===== src/rtl/pulse_scan_controller.sv =====
// Start-strobe sequencer for an array of TDC test-pulse generators.
// Fires the masked channels in broadcast or round-robin scan order at a fixed period.
module pulse_scan_controller #(
  parameter int unsigned NUM_CH     = 24,
  parameter int unsigned CNT_W      = 16,
  parameter int unsigned STROBE_LEN = 2
) (
  input  logic                                        clk,
  input  logic                                        rst,
  input  logic                                        go,
  input  logic                                        stop,
  input  logic                                        mode,
  input  logic [NUM_CH-1:0]                           ch_mask,
  input  logic [CNT_W-1:0]                            period,
  input  logic [CNT_W-1:0]                            rounds,
  output logic [NUM_CH-1:0]                           start,
  output logic                                        busy,
  output logic                                        done,
  output logic [((NUM_CH > 1) ? $clog2(NUM_CH) : 1)-1:0] cur_ch,
  output logic [CNT_W-1:0]                            rounds_done
);

  localparam int unsigned      CH_W       = (NUM_CH > 1) ? $clog2(NUM_CH) : 1;
  localparam logic [CNT_W-1:0] MIN_PERIOD = CNT_W'(STROBE_LEN + 2);
  localparam logic [CNT_W-1:0] STROBE_CNT = CNT_W'(STROBE_LEN);
  localparam logic [CNT_W-1:0] FIRE_LAST  = CNT_W'(STROBE_LEN - 1);

  typedef enum logic [1:0] {
    S_IDLE = 2'd0,
    S_FIRE = 2'd1,
    S_WAIT = 2'd2,
    S_DONE = 2'd3
  } state_t;

  state_t              state_q, state_d;
  logic [CNT_W-1:0]    cnt_q, cnt_d;
  logic                mode_q, mode_d;
  logic [NUM_CH-1:0]   mask_q, mask_d;
  logic [CNT_W-1:0]    rounds_q, rounds_d;
  logic [CNT_W-1:0]    period_eff_q, period_eff_d;
  logic [CH_W-1:0]     ch_q, ch_d;
  logic                stop_pend_q, stop_pend_d;
  logic [NUM_CH-1:0]   start_q, start_d;
  logic                busy_q, busy_d;
  logic                done_q, done_d;
  logic [CNT_W-1:0]    rounds_done_q, rounds_done_d;

  logic [CH_W-1:0]     first_ch;
  logic [CH_W-1:0]     low_ch;
  logic [CH_W-1:0]     last_ch;
  logic [CH_W-1:0]     above_ch;
  logic                has_above;
  logic [CH_W-1:0]     next_ch;
  logic [CNT_W-1:0]    wait_last;
  logic                round_cmp;
  logic                stop_eff;

  // Lowest set bit of the incoming mask selects the first scan channel.
  always_comb begin
    first_ch = '0;
    for (int i = int'(NUM_CH) - 1; i >= 0; i--) begin
      if (ch_mask[i]) first_ch = CH_W'(i);
    end
  end

  // Latched-mask scan: lowest, highest, and next-higher set bit after ch_q.
  always_comb begin
    low_ch    = '0;
    last_ch   = '0;
    above_ch  = '0;
    has_above = 1'b0;
    for (int i = int'(NUM_CH) - 1; i >= 0; i--) begin
      if (mask_q[i]) begin
        low_ch = CH_W'(i);
        if (CH_W'(i) > ch_q) begin
          above_ch  = CH_W'(i);
          has_above = 1'b1;
        end
      end
    end
    for (int i = 0; i < int'(NUM_CH); i++) begin
      if (mask_q[i]) last_ch = CH_W'(i);
    end
    next_ch = has_above ? above_ch : low_ch;
  end

  assign wait_last = period_eff_q - STROBE_CNT - CNT_W'(1);
  assign round_cmp = !mode_q || (ch_q == last_ch);
  // A stop seen together with the accepting go is held until the first FIRE cycle.
  assign stop_eff  = stop || stop_pend_q;

  always_comb begin
    state_d       = state_q;
    cnt_d         = cnt_q;
    mode_d        = mode_q;
    mask_d        = mask_q;
    rounds_d      = rounds_q;
    period_eff_d  = period_eff_q;
    ch_d          = ch_q;
    stop_pend_d   = stop_pend_q;
    start_d       = start_q;
    busy_d        = busy_q;
    done_d        = 1'b0;
    rounds_done_d = rounds_done_q;

    case (state_q)
      S_IDLE: begin
        if (go) begin
          rounds_done_d = '0;
          if (|ch_mask) begin
            mode_d       = mode;
            mask_d       = ch_mask;
            rounds_d     = rounds;
            period_eff_d = (period < MIN_PERIOD) ? MIN_PERIOD : period;
            ch_d         = mode ? first_ch : '0;
            cnt_d        = '0;
            stop_pend_d  = stop;
            start_d      = mode ? (NUM_CH'(1) << first_ch) : ch_mask;
            busy_d       = 1'b1;
            state_d      = S_FIRE;
          end else begin
            done_d  = 1'b1;
            state_d = S_DONE;
          end
        end
      end

      S_FIRE: begin
        stop_pend_d = 1'b0;
        if (stop_eff) begin
          start_d = '0;
          busy_d  = 1'b0;
          done_d  = 1'b1;
          state_d = S_DONE;
        end else if (cnt_q == FIRE_LAST) begin
          start_d = '0;
          cnt_d   = '0;
          state_d = S_WAIT;
          if (round_cmp && (rounds_done_q != '1)) begin
            rounds_done_d = rounds_done_q + CNT_W'(1);
          end
        end else begin
          cnt_d = cnt_q + CNT_W'(1);
        end
      end

      S_WAIT: begin
        stop_pend_d = 1'b0;
        if (stop_eff) begin
          start_d = '0;
          busy_d  = 1'b0;
          done_d  = 1'b1;
          state_d = S_DONE;
        end else if (cnt_q == wait_last) begin
          cnt_d = '0;
          if ((rounds_q != '0) && (rounds_done_q == rounds_q)) begin
            busy_d  = 1'b0;
            done_d  = 1'b1;
            state_d = S_DONE;
          end else begin
            ch_d    = mode_q ? next_ch : '0;
            start_d = mode_q ? (NUM_CH'(1) << next_ch) : mask_q;
            state_d = S_FIRE;
          end
        end else begin
          cnt_d = cnt_q + CNT_W'(1);
        end
      end

      S_DONE: begin
        stop_pend_d = 1'b0;
        state_d     = S_IDLE;
      end

      default: begin
        start_d = '0;
        busy_d  = 1'b0;
        state_d = S_IDLE;
      end
    endcase
  end

  always_ff @(posedge clk) begin
    if (rst) begin
      state_q       <= S_IDLE;
      cnt_q         <= '0;
      mode_q        <= 1'b0;
      mask_q        <= '0;
      rounds_q      <= '0;
      period_eff_q  <= '0;
      ch_q          <= '0;
      stop_pend_q   <= 1'b0;
      start_q       <= '0;
      busy_q        <= 1'b0;
      done_q        <= 1'b0;
      rounds_done_q <= '0;
    end else begin
      state_q       <= state_d;
      cnt_q         <= cnt_d;
      mode_q        <= mode_d;
      mask_q        <= mask_d;
      rounds_q      <= rounds_d;
      period_eff_q  <= period_eff_d;
      ch_q          <= ch_d;
      stop_pend_q   <= stop_pend_d;
      start_q       <= start_d;
      busy_q        <= busy_d;
      done_q        <= done_d;
      rounds_done_q <= rounds_done_d;
    end
  end

  assign start       = start_q;
  assign busy        = busy_q;
  assign done        = done_q;
  assign cur_ch      = ch_q;
  assign rounds_done = rounds_done_q;

endmodule

===== config.mk =====
export PLATFORM = sky130hd
export DESIGN_NAME = pulse_scan_controller
export DESIGN_NICKNAME = d
export VERILOG_FILES = /design/src/rtl/pulse_scan_controller.sv
export SDC_FILE = /design/constraint.sdc
export NUM_CORES = 1
export LEC_CHECK = 0
export CAP_MARGIN = 30
export CORE_ASPECT_RATIO = 0.75
export CORE_UTILIZATION = 51
export DETAILED_ROUTE_END_ITERATION = 8
export PLACE_DENSITY_LB_ADDON = 0.1
export SYNTH_ARGS = -nofsm -noshare
export SYNTH_HDL_FRONTEND = slang
export SYNTH_SLANG_ARGS = --single-unit
export TNS_END_PERCENT = 20

===== constraint.sdc =====
create_clock -name clk -period 3.11 [get_ports clk]
set_clock_uncertainty 0.15 [all_clocks]
set_input_delay 0.7775 -clock clk [delete_from_list [all_inputs] [get_ports clk]]
set_output_delay 0.7775 -clock clk [all_outputs]
set_load 0.01 [all_outputs]

Word level (Yosys, flattened, before mapping):

Cells that the tools add are included.

* bits in registers: 123
* input port bits: 61
* output and inout port bits: 47
* logic and storage cells: 308

* add/sub/neg operators: 4
* order comparisons: 25
* equal/unequal tests: 21
* shift-type cells: 2
* multiplexer cells: 224
* reduce and logical (&&, ||, !) cells: 20

Operators with widths (count)
* $mux W5: 126
* $mux W24: 9
* $mux W16: 11
* $pmux W24 S3: 1
* $mux W1: 63
* $pmux W16 S3: 1
* $shl A1 B5 Y24 const A: 2
* $gt A4 B5 Y1 const A: 8
* $gt A5 B5 Y1 const A: 8
* $add A16 B1 Y16 const B: 2
* $eq A16 B16 Y1: 2
* $pmux W16 S2: 1
* $reduce_or A24 Y1: 1
* $gt A3 B5 Y1 const A: 4
* $ne A2 B2 Y1 const B: 9
* $reduce_and A6 Y1: 3
* $eq A16 B1 Y1 const B: 1
* $lt A16 B3 Y1 const B: 1
* $ne A16 B16 Y1 const B: 1
* $reduce_bool A16 Y1: 1
* $sub A16 B1 Y16 const B: 1
* $sub A16 B2 Y16 const B: 1
* $mux W2: 7
* $ne A3 B3 Y1 const B: 4
* 19 further kinds: 28

Depth between registers and ports, before layout:

Gate-level depths: netlist (run 1).

* depth in word-level cells: 56
* mapped depth: 12
* mapped depth without buffers: 10

Worst setup path after synthesis (run 1):

Ideal clock, no wire load.

* path kind: register -> register
* from: register period_eff_q[2]
* to: register ch_q[2], in the netlist cur_ch[2]
* library setup time: 0.116 ns
* arrival: 3.009 ns
* data required time: 2.844 ns
* path slack: -0.166 ns
* cell stages (with the launch flop): 12
* buffers on the path: 2
* period minus slack after synthesis: 3.276 ns
* cells stage by stage: dfxtp_1 -> buf_6 -> or4_4 -> buf_6 -> o21a_1 -> nor4_2 -> nor3_1 -> or4_4 -> or3_4 -> a21oi_4 -> o221ai_1 -> o211a_1

* longest elaborated chain between the ends: 5

Ends and longest elaborated chain
* from (decl): RTL line 40 `logic [CNT_W-1:0] period_eff_q, period_eff_d;`
* from (signal assigned): RTL line 203 `period_eff_q <= period_eff_d;`
* $sub A16 B2 Y16: RTL line 87 `assign wait_last = period_eff_q - STROBE_CNT - CNT_W'(1);`
* $sub A16 B1 Y16: RTL line 87
* $eq A16 B16 Y1: RTL line 154 `end else if (cnt_q == wait_last) begin`
* $ne A2 B2 Y1 (no line)
* $reduce_and A6 Y1 (no line)
* to (signal assigned): RTL line 204 `ch_q <= ch_d;`
* to (decl): RTL line 41 `logic [CH_W-1:0] ch_q, ch_d;`

Every way passes these cells.
A chain may end at the register's enable or synchronous reset.

Worst setup path after layout (run 1):

* from: register ch_q[0], in the netlist cur_ch[0]
* to: register start_q[0], in the netlist start[0]

* longest elaborated chain between the ends: 56
* elaborated cells between the ends (all ways): 127
* those cells by class: order compare: 24; shift: 1; mux: 102

Ends and longest elaborated chain
* $gt A5 B5 Y1: RTL line 75 `if (CH_W'(i) > ch_q) begin`
* $mux W5 / $mux W1 (equally long branches): RTL line 75
* $mux W5 / $mux W1 (equally long branches): RTL line 73 `if (mask_q[i]) begin`
* $mux W5 / $mux W1 (equally long branches): RTL line 75
* $mux W5 / $mux W1 (equally long branches): RTL line 73
* $mux W5 / $mux W1 (equally long branches): RTL line 75
* $mux W5 / $mux W1 (equally long branches): RTL line 73
* $mux W5 / $mux W1 (equally long branches): RTL line 75
* (+40 left out)
* $mux W5 / $mux W1 (equally long branches): RTL line 73
* $mux W5 (*): RTL line 84 `next_ch = has_above ? above_ch : low_ch;`
* $shl A1 B5 Y24 (*): RTL line 162 `start_d = mode_q ? (NUM_CH'(1) << next_ch) : mask_q;`
* $mux W24 (*): RTL line 162
* $mux W24 (*): RTL line 156 `if ((rounds_q != '0) && (rounds_done_q == rounds_q)) begin`
* $mux W24 (*): RTL line 154
* $mux W24 (*): RTL line 149 `if (stop_eff) begin`
* $pmux W24 S3 (*): RTL line 106 `case (state_q)`
* to (signal assigned): RTL line 206 `start_q <= start_d;`
* to (decl): RTL line 43 `logic [NUM_CH-1:0] start_q, start_d;`

Every way passes the cells marked *; elsewhere a longest branch is shown, timed or not. The select of a mux whose other input is x is not followed.

==> out/metrics.csv, run 1 <==
metric;value;unit
status;complete, but fails checks;
violations;DRC, setup timing;
placedInstanceArea;10800;um2
relSlewSlack;58.0;%
p_int;5440;uW
rsz0062_at_grt;true;
cpMostUsedCell;buf_4;
critPathLaunchType;flip-flop;
cp.arrival;3.52;ns
p_leak;0.00464;uW
syn_inst;1144;
power;8990;uW
synth_area_leader_cell;dfxtp_1;
yosys.area.top_type_share;30.1;%
crit_slowest_cell;dfxtp_1;
clk_latency;0.44;ns
grt_pass1_wl;48400;um
io_pins;108;
gr-total-overflow;0;
fin_crit;3.36;ns
postCtsHoldBufs;0;
die_w;148;um
worst_pin_slew;0.630;ns
cts-buffers-inserted;17;
ys_ff_latch;123;
crit_type;reg2reg;
path_buf_inv;3;
synth.distinct_cells;72;
dr_total_vias;10237;
synth_ff_type;dfxtp_1;
drt-initial-drc-count;1466;
fmax;0.298;GHz
routed_wl;32000;um
drc;5;
combPwrFrac;50.7;%
switching_share;39.4;%
stdcell_area;11900;um2
firstDrtPassIters;9;
finalSetupViolCount;31;
pwr-share-seq;23.7;%
ys.warnings.count;0;
grt_pass1_vias;9126;
hold_depth;2;
yosysSeqAreaShare;30.1;%
grtUsageTotal;37.4;%
setup_ws;-0.247;ns
start_util;52.9;%
place.gp.congestion;1.02;
finalHoldViolCount;0;
r2r-start;cur_ch[0];
die_h;112;um
grt_max_degree;58;
slew_viol_final;0;
worstHoldEndpoint;period_eff_q[4];
antenna_found_initial;0;
synthArstFlopShare;0;%
place.port_buffers;107;
irDropWorstVdd;0.402;mV
cp_data_required_time;3.27;ns
p_switching;3550;uW
worst_r2r_path_depth;12;
use_met1;54.1;%
place_hpwl;22500;um
synth_nets;1214;
place_worst_setup_slack;-0.506;ns
cp_slowest_stage_delay;0.52;ns
clkSinkCount;123;
cp_top_family;compound AO/OA/AOI/OAI gates;
synth_area_leaders;dfxtp_1 (30%), nand2_1 (8.9%), a21oi_1 (7.0%);
globalRouteMet3Util;11.5;%
power_density;752;nW/um2
busiest_layer;met1;
cp_max_fo;7;
cts_tree;built;
reg2reg_setup_slack;-0.25;ns
cts_max_level;4;
synth_edf_count;0;
syn_to_final_growth;46.0;%
syn_area;8180;um2
clock_power_share;25.6;%
dieArea;16600;um2
avgSynthCellArea;7.15;um2
crit_path_end_kind;flip-flop;
fin_nets;1470;
crit_chain;buf_4 > o21ai_1 > buf_4 > a32oi_1 > a311o_1 > o211ai_1 > a211o_1 > o21ai_0 > buf_4 > and3_1 > nand2_1 > a311oi_1;
core;15500;um2
cts-root-buf;clkbuf_16;
wl_per_cell;19.8;um
worstReg2RegEnd;start[0];
min_path_type;reg2reg;
row_count;39;
min-delay-start;period_eff_q[4];
drtAntennaViolNets;0;
drive_gt1_share;22.6;%
fin_crit_sh;108;%
max-cap-violations;0;
clk_path_buf_depth;2;
insertedDiodeCount;0;
grt_use_met2;52.7;%
via_per_inst;6.33;
clk_pin_slew;0.06;ns
-- cell usage in the layout (no fill, tap or decap), drive strengths merged, types with 7 or more instances in the layout --
| master | netlist | layout |
|---|---|---|
| clkdlybuf4s50 | 0 | 106 |
| buf | 20 | 211 |
| or2 | 10 | 10 |
| nor2 | 104 | 104 |
| a311oi | 26 | 26 |
| o31ai | 15 | 15 |
| nand3 | 24 | 24 |
| or4 | 18 | 18 |
| and2 | 13 | 13 |
| a222oi | 24 | 24 |
| nand4 | 24 | 24 |
| ha | 9 | 9 |
| a211oi | 7 | 7 |
| nand2b | 15 | 15 |
| nor3b | 10 | 10 |
| nor3 | 35 | 35 |
| inv | 36 | 37 |
| clkbuf | 63 | 21 |
| nor4 | 30 | 30 |
| xor2 | 14 | 14 |
| xnor2 | 24 | 24 |
| nor2b | 9 | 9 |
| dfxtp | 123 | 123 |
| and3 | 15 | 15 |
| a21o | 7 | 7 |
| nand2 | 194 | 194 |
| a21oi | 116 | 116 |
| o21ai | 55 | 55 |
| a31oi | 8 | 8 |
-- per-layer routing --
layer | wire length (um) | up-vias
met3 | 4140 | 56
li1 | - | 4733
met5 | 0 | -
met1 | 14000 | 4795
met4 | 561 | 0
met2 | 13300 | 653
-- stage by stage --
step / std cells / hold WS (ns) / util, % / TNS (ns)
after floorplan: 1144 / 0.299 / - / 0
after global placement: 1574 / 0.311 / 69.7 / -14.27
after detailed placement: 1575 / 0.323 / 69.8 / -14.34
after CTS: 1612 / 0.331 / 75.2 / -2.11
after global routing: 1618 / 0.356 / 77.2 / -8.18
final: 1618 / 0.337 / 77.2 / -4.92
-- how the worst max path moves through the flow --
| stage | startpoint | to | depth (start not counted) |
|---|---|---|---|
| after floorplan | period_eff_q[3] | cur_ch[2] | 10 |
| after global placement | ch_mask[6] | start[0] | 11 |
| after detailed placement | ch_mask[6] | start[0] | 11 |
| after CTS | period_eff_q[4] | cur_ch[1] | 10 |
| after global routing | period_eff_q[2] | start[2] | 12 |
| final | cur_ch[0] | start[0] | 12 |
-- worst reg2reg max path, delay by kind of cell (launching register included) --
| kind | cells | cell delay [ns] |
|---|---|---|
| and+or+nand+nor | 2 | 0.43 |
| DFF | 1 | 0.52 |
| AOI/OAI and AO/OA | 7 | 1.60 |
| buffers and inverters | 3 | 0.56 |
-- registers in the layout (all words and copies together) (netlist names), 2 cells and up --
| register | count |
|---|---|
| cur_ch | 5 |
| cnt_q | 16 |
| start | 24 |
| rounds_done | 16 |
| period_eff_q | 16 |
| state_q | 2 |
| rounds_q | 16 |
| mask_q | 24 |
-- power by group through the flow --
stage	clock (uW)	combinational, uW	sequential, uW
after CTS	2300	4130	2100
after global placement	0	3880	2110
after floorplan	0	2210	2070
final	2300	4560	2130
after global routing	2380	4880	2150
after detailed placement	0	3930	2120
-- logic make-up (layout without fill, tap and decap cells) --
group,after synthesis,in the layout,synth area share [%]
adder cells (fa/ha/maj),9,9,1.38
AO/OA/AOI/OAI,329,329,27.1
buffers and inverters,119,388,5.80
flip-flops,123,123,30.1
XOR/XNOR,38,38,4.07
AND/OR/NAND/NOR,519,519,30.7
multiplexers,7,7,0.872
-- Yosys cell counts, types with 4 or more instances --
cell,number
a211oi_1,7
a21boi_0,4
a21o_1,7
a21oi_1,114
a221oi_1,5
a222oi_1,24
a311oi_1,26
a31oi_1,8
a32oi_1,4
and2_1,13
and3_1,15
buf_1,8
buf_2,10
clkbuf_1,63
dfxtp_1,123
ha_1,9
inv_1,36
mux2i_1,6
nand2_1,194
nand2b_1,15
nand3_1,24
nand4_1,24
nor2_1,104
nor2b_1,9
nor3_1,35
nor3b_1,10
nor4_1,29
nor4b_1,5
o211ai_1,5
o21ai_0,52
o21bai_1,6
o22ai_1,6
o31ai_1,15
or2_2,10
or3_1,5
or4_1,16
xnor2_1,24
xor2_1,14
-- area by class of cell --
cell class                      instances  area, um2
Tap cell                              205        256
Multi-Input combinational cell        902       5550
Sequential cell                       123       2470
Clock inverter                         14        244
Fill cell                            1115       3520
Clock buffer                           18        429
Timing Repair Buffer                  320       2860
Inverter                               36        135
-- repair_timing --
item,CTS,global route
endpoints found under the setup margin,58,61
setup buffers,3,3
pin swaps,22,5
cloned,2,4
gates resized for setup,21,51
Note: power is estimated with default switching activity, not from simulation.
==> inputs of run 2 (changes only) <==
--- a/config.mk
+++ b/config.mk
@@ -7,9 +7,10 @@
 export LEC_CHECK = 0
 export CAP_MARGIN = 30
 export CORE_ASPECT_RATIO = 0.75
-export CORE_UTILIZATION = 51
+export CORE_UTILIZATION = 30
 export DETAILED_ROUTE_END_ITERATION = 8
 export PLACE_DENSITY_LB_ADDON = 0.1
+export SLEW_MARGIN = 0
 export SYNTH_ARGS = -nofsm -noshare
 export SYNTH_HDL_FRONTEND = slang
 export SYNTH_SLANG_ARGS = --single-unit
==> run 2 against run 1 <==
  * The run still ends with DRC, setup timing left
  * Utilization is 30 points lower
  * Via count is 1.7% lower
  * Largest power group unchanged
  * Critical endpoint is now cur_ch[1]
  * Power is 0.89% higher
  * Die area is 69% higher
  * Highest routed layer unchanged
  * First-iteration DRC count is 32% lower
  * Fmax is 3.0% higher
==> out/metrics.csv, run 2 (same netlist as run 1, synthesis figures left out) <==
metric;value;unit;change
gr-total-overflow;0;;unchanged
power_density;722;nW/um2;was 752 nW/um2
crit_path_end_kind;flip-flop;;unchanged
cp_max_fo;6;;was 7
antenna_found_initial;0;;unchanged
min_path_type;reg2reg;;unchanged
rsz0062_at_grt;true;;unchanged
grt_pass1_vias;9375;;was 9,126
crit_type;reg2reg;;unchanged
clk_path_buf_depth;2;;unchanged
critPathLaunchType;flip-flop;;unchanged
clk_latency;0.44;ns;about the same
die_w;193;um;was 148 um
drt-initial-drc-count;995;;was 1,466
row_count;51;;was 39
drive_gt1_share;25.9;%;was 22.6%
fin_util;47.6;%;was 77.2%
violations;DRC, setup timing;;unchanged
mostFrequentLayoutCells;buf_4 (257), nand2_1 (193), dfxtp_1 (116), a21oi_1 (113), clkdlybuf4s50_1 (105);;was buf_4 (196), nand2_1 (193), dfxtp_1 (114), a21oi_1 (113), clkdlybuf4s50_1 (106)
clkSinkCount;123;;unchanged
hold_ws;0.322;ns;was 0.337 ns
fmax;0.307;GHz;was 0.298 GHz
cts_max_level;4;;unchanged
core;26400;um2;was 15,500 um2
via_per_inst;5.52;;was 6.33
clk_pin_slew;0.06;ns;about the same
place_worst_setup_slack;-0.707;ns;was -0.506 ns
place.gp.congestion;0.944;;was 1.02
grtUsageTotal;26.2;%;was 37.4%
dieArea;27900;um2;was 16,600 um2
finalHoldViolCount;0;;unchanged
fin_nets;1534;;was 1,470
cp_data_required_time;3.25;ns;was 3.27 ns
placedInstanceArea;11500;um2;was 10,800 um2
irDropWorstVdd;0.382;mV;was 0.402 mV
slew_viol_final;0;;unchanged
firstDrtPassIters;8;;was 9
cts-buffers-inserted;17;;unchanged
relSlewSlack;57.6;%;was 58.0%
grt_max_degree;55;;was 58
dr_total_vias;10058;;was 10,237
worst_pin_slew;0.636;ns;was 0.630 ns
routed_wl;36500;um;was 32,000 um
status;complete, but fails checks;;unchanged
stdcell_area;12600;um2;was 11,900 um2
layout_commonest_cell;buf_4;;unchanged
place_hpwl;28500;um;was 22,500 um
drtAntennaViolNets;0;;unchanged
io_pins;108;;unchanged
wl_per_cell;20.1;um;was 19.8 um
setup-tns-final;-2.62;ns;was -4.92 ns
cts-root-buf;clkbuf_16;;unchanged
cts_tree;built;;unchanged
grt_pass1_wl;55600;um;was 48,400 um
fin_crit_sh;105;%;was 108%
setup_ws;-0.150;ns;was -0.247 ns
insertedDiodeCount;0;;unchanged
die_h;145;um;was 112 um
p_leak;0.00494;uW;was 0.00464 uW
syn_to_final_growth;53.5;%;was 46.0%
max-cap-violations;0;;unchanged
cp.arrival;3.40;ns;was 3.52 ns
drc;18;;was 5
start_util;31.0;%;was 52.9%
finalSetupViolCount;36;;was 31
fin_crit;3.26;ns;was 3.36 ns
place.port_buffers;107;;unchanged
-- run 2: changes by cell type in the layout (fill, tap and decap cells not counted), sizes merged --
cell           previous run  this run
buf                     211       278
bufinv                    6         2
clkdlybuf4s50           106       105
clkinv                    5         6
clkinvlp                  2         3
dlymetal6s2s              0         1
inv                      37        36
-- run 2: critical path: stages (launching register included) --
cell     delay [ns]
dfxtp_4        0.34
or4_4          0.59
buf_6          0.15
o21a_1         0.18
nor4_2         0.19
nor3_2         0.09
or4_4          0.52
or3_4          0.36
a21oi_4        0.26
mux2i_1        0.24
nor2_1         0.06
-- run 2: area by class of cell --
type                    instances  area (um2)
fillers                      2672       13800
multi-input cells             902        5540
repair buffers                384        3390
flip-flops and latches        123        2470
clock buffers                  21         460
well taps                     344         430
inverters                      36         135
clock inverters                11         120
-- run 2: report_power, final --
group / switching [uW] / internal, uW / total (uW)
sequential: 263 / 1830 / 2090
combinational: 2590 / 2390 / 4970
clock: 785 / 1220 / 2000
-- run 2: routing by layer --
layer	GRT usage [%]	vias up	wire, um
met5	0	-	0
met4	4.25	0	216
met3	6.36	21	2930
met2	34.1	349	14200
met1	42.4	4832	19200
li1	-	4856	-
-- run 2: final timing paths --
kind / to / slack, ns / cells past startpoint / startpoint
worst min-delay path: mask_q[2] / 0.32 / 2 / mask_q[2]
worst min register to register: mask_q[2] / 0.32 / 2 / mask_q[2]
worst max register to register: cur_ch[1] / -0.15 / 10 / period_eff_q[3]
worst max-delay path: cur_ch[1] / -0.15 / 10 / period_eff_q[3]
-- run 2: metrics by stage --
step	instances	total power (uW)
after floorplan	1144	4280
after global placement	1776	6560
after detailed placement	1776	6560
after CTS	1820	8970
after global routing	1821	9610
final	1821	9070
-- run 2: timing repair --
item | 4_1_cts | 5_1_grt
pin swaps | 11 | 14
gates cloned | 2 | 0
hold buffers | 0 | 0
endpoints found under the setup margin | 61 | 92
resized for setup | 39 | 30
buffers inserted | 10 | 1
==> inputs of run 3 (changes only) <==
==> constraint.sdc (replaced) <==
create_clock -name clk -period 3.4 [get_ports clk]
set_clock_uncertainty 0.15 [all_clocks]
set_input_delay 0.85 -clock clk [delete_from_list [all_inputs] [get_ports clk]]
set_output_delay 0.85 -clock clk [all_outputs]
set_load 0.01 [all_outputs]
==> run 3 against run 2 <==
  * Highest routed layer unchanged
  * Largest cell class unchanged
  * Non-clock buffer count down 105
  * Critical path depth up 2
  * Largest power group unchanged
  * Critical endpoint is now start[12]
  * The flow finishes with violations (DRC)
  * Register-to-register slack better by 0.19 ns
  * Die area unchanged
==> out/metrics.csv, run 3 (same netlist as run 1, synthesis figures left out) <==
metric;value;unit;change
status;complete, but fails checks;;unchanged
violations;DRC;;was DRC, setup timing
place.gp.congestion;0.948;;was 0.944
via_per_inst;5.69;;was 5.52
clkSinkCount;123;;unchanged
postCtsHoldBufs;0;;unchanged
place.port_buffers;107;;unchanged
drc;8;;was 18
gr-total-overflow;0;;unchanged
reg2reg_setup_slack;0.03;ns;was -0.15 ns
dieArea;27900;um2;unchanged
clk_latency;0.43;ns;was 0.44 ns
drt-initial-drc-count;1017;;was 995
min_path_type;reg2reg;;unchanged
r2r-start;period_eff_q[3];;unchanged
irDropWorstVdd;0.425;mV;was 0.382 mV
drive_gt1_share;20.6;%;was 25.9%
cts-root-buf;clkbuf_16;;unchanged
critPathLaunchType;flip-flop;;unchanged
place_hpwl;25500;um;was 28,500 um
cts-buffers-inserted;17;;unchanged
syn_to_final_growth;42.2;%;was 53.5%
mostFrequentLayoutCells;nand2_1 (194), buf_4 (159), a21oi_1 (114), dfxtp_1 (113), clkdlybuf4s50_1 (105);;was buf_4 (257), nand2_1 (193), dfxtp_1 (116), a21oi_1 (113), clkdlybuf4s50_1 (105)
grt_pass1_vias;8845;;was 9,375
power_density;669;nW/um2;was 722 nW/um2
grtUsageTotal;24.1;%;was 26.2%
fin_crit;3.37;ns;was 3.26 ns
cp_data_required_time;3.59;ns;was 3.25 ns
insertedDiodeCount;0;;unchanged
cp.arrival;3.55;ns;was 3.40 ns
cts_tree;built;;unchanged
crit_type;reg2reg;;unchanged
setup.worst_path.start;period_eff_q[3];;unchanged
cp_max_fo;7;;was 6
relSlewSlack;36.1;%;was 57.6%
slew_viol_final;0;;unchanged
crit_path_end_kind;flip-flop;;unchanged
worstReg2RegEnd;start[12];;was cur_ch[1]
cts_max_level;4;;unchanged
placedInstanceArea;10700;um2;was 11,500 um2
finalHoldViolCount;0;;unchanged
dr_total_vias;9764;;was 10,058
io_pins;108;;unchanged
routed_wl;33900;um;was 36,500 um
die_h;145;um;unchanged
drtAntennaViolNets;0;;unchanged
firstDrtPassIters;8;;unchanged
clk_pin_slew;0.07;ns;was 0.06 ns
stdcell_area;11600;um2;was 12,600 um2
instances_no_fill;1716;;was 1,821
die_w;193;um;unchanged
rsz0062_at_grt;true;;unchanged
fillCellCount;2740;;was 2,672
fin_nets;1429;;was 1,534
clk_path_buf_depth;2;;unchanged
fmax;0.297;GHz;was 0.307 GHz
wl_per_cell;19.7;um;was 20.1 um
core;26400;um2;unchanged
setup-tns-final;0;ns;was -2.62 ns
grt_max_degree;58;;was 55
max-cap-violations;0;;unchanged
worst_pin_slew;0.955;ns;was 0.636 ns
finalSetupViolCount;0;;was 36
start_util;31.0;%;unchanged
worst_r2r_path_depth;12;;was 10
layout_commonest_cell;nand2_1;;was buf_4
p_leak;0.00437;uW;was 0.00494 uW
dp.cells;1681;;was 1,776
grt_pass1_wl;52100;um;was 55,600 um
antenna_found_initial;0;;unchanged
row_count;51;;unchanged
crit_end;start[12];;was cur_ch[1]
fin_crit_sh;99.0;%;was 105%
run 3: metal layers:
layer / vias up / global-route usage, % / part of all wire [%]
met3: 24 / 5.90 / 8.8
li1: 4656 / - / -
met4: 0 / 4.84 / 1.0
met1: 4704 / 39.6 / 52
met2: 380 / 30.1 / 38
met5: - / 0 / 0
run 3: cell type report:
cell class,count,area [um2],share of cell area [%]
clock buffer,19,443,3.81
timing repair buffer,279,2520,21.7
clock inverter,13,143,1.23
inverter,36,135,1.16
multi-input combinational,902,5480,47.1
sequential,123,2470,21.3
tap,344,430,3.70
run 3: report_power, final:
part,total (uW),switching (uW),internal [uW]
clock,1860,763,1100
combinational,3950,2170,1780
sequential,1960,288,1670
run 3: how the worst min path moves through the flow:
stage                          start                to  slack (ns)  cells after the start
floorplan           period_eff_q[15]  period_eff_q[15]        0.30                      2
global placement    period_eff_q[15]  period_eff_q[15]        0.32                      2
detailed placement  period_eff_q[15]  period_eff_q[15]        0.32                      2
CTS                 period_eff_q[15]  period_eff_q[15]        0.34                      2
global route             rounds_q[7]       rounds_q[7]        0.36                      2
finish              period_eff_q[15]  period_eff_q[15]        0.34                      2
run 3: per-stage QoR:
stage / utilization, % / power, uW / hold WS [ns] / worst slack (ns)
after floorplan: - / 3900 / 0.299 / 0.124
after global placement: 40.7 / 5590 / 0.317 / -0.463
after CTS: 43.2 / 7560 / 0.340 / 0.0270
final: 44.1 / 7780 / 0.337 / 0.0349
after detailed placement: 40.7 / 5570 / 0.323 / -0.360
after global routing: 44.1 / 8210 / 0.365 / -0.0437
run 3: critical path: stages, from the launching register on:
cell and delay, ns:
dfxtp_2 0.34, or4_4 0.59, nor4_4 0.27, xnor2_1 0.15, nand4_1 0.15, or3_1 0.37
or3_4 0.38, buf_6 0.14, o21ai_4 0.14, buf_12 0.15, clkbuf_16 0.15, nor2_2 0.03
a311oi_1 0.26
run 3: repair_timing:
action                     in CTS  in global routing
setup buffers                   1                  0
setup endpoints to repair      27                 58
pin swaps                       2                  7
gates resized for setup         7                 60
cloned                          1                  1
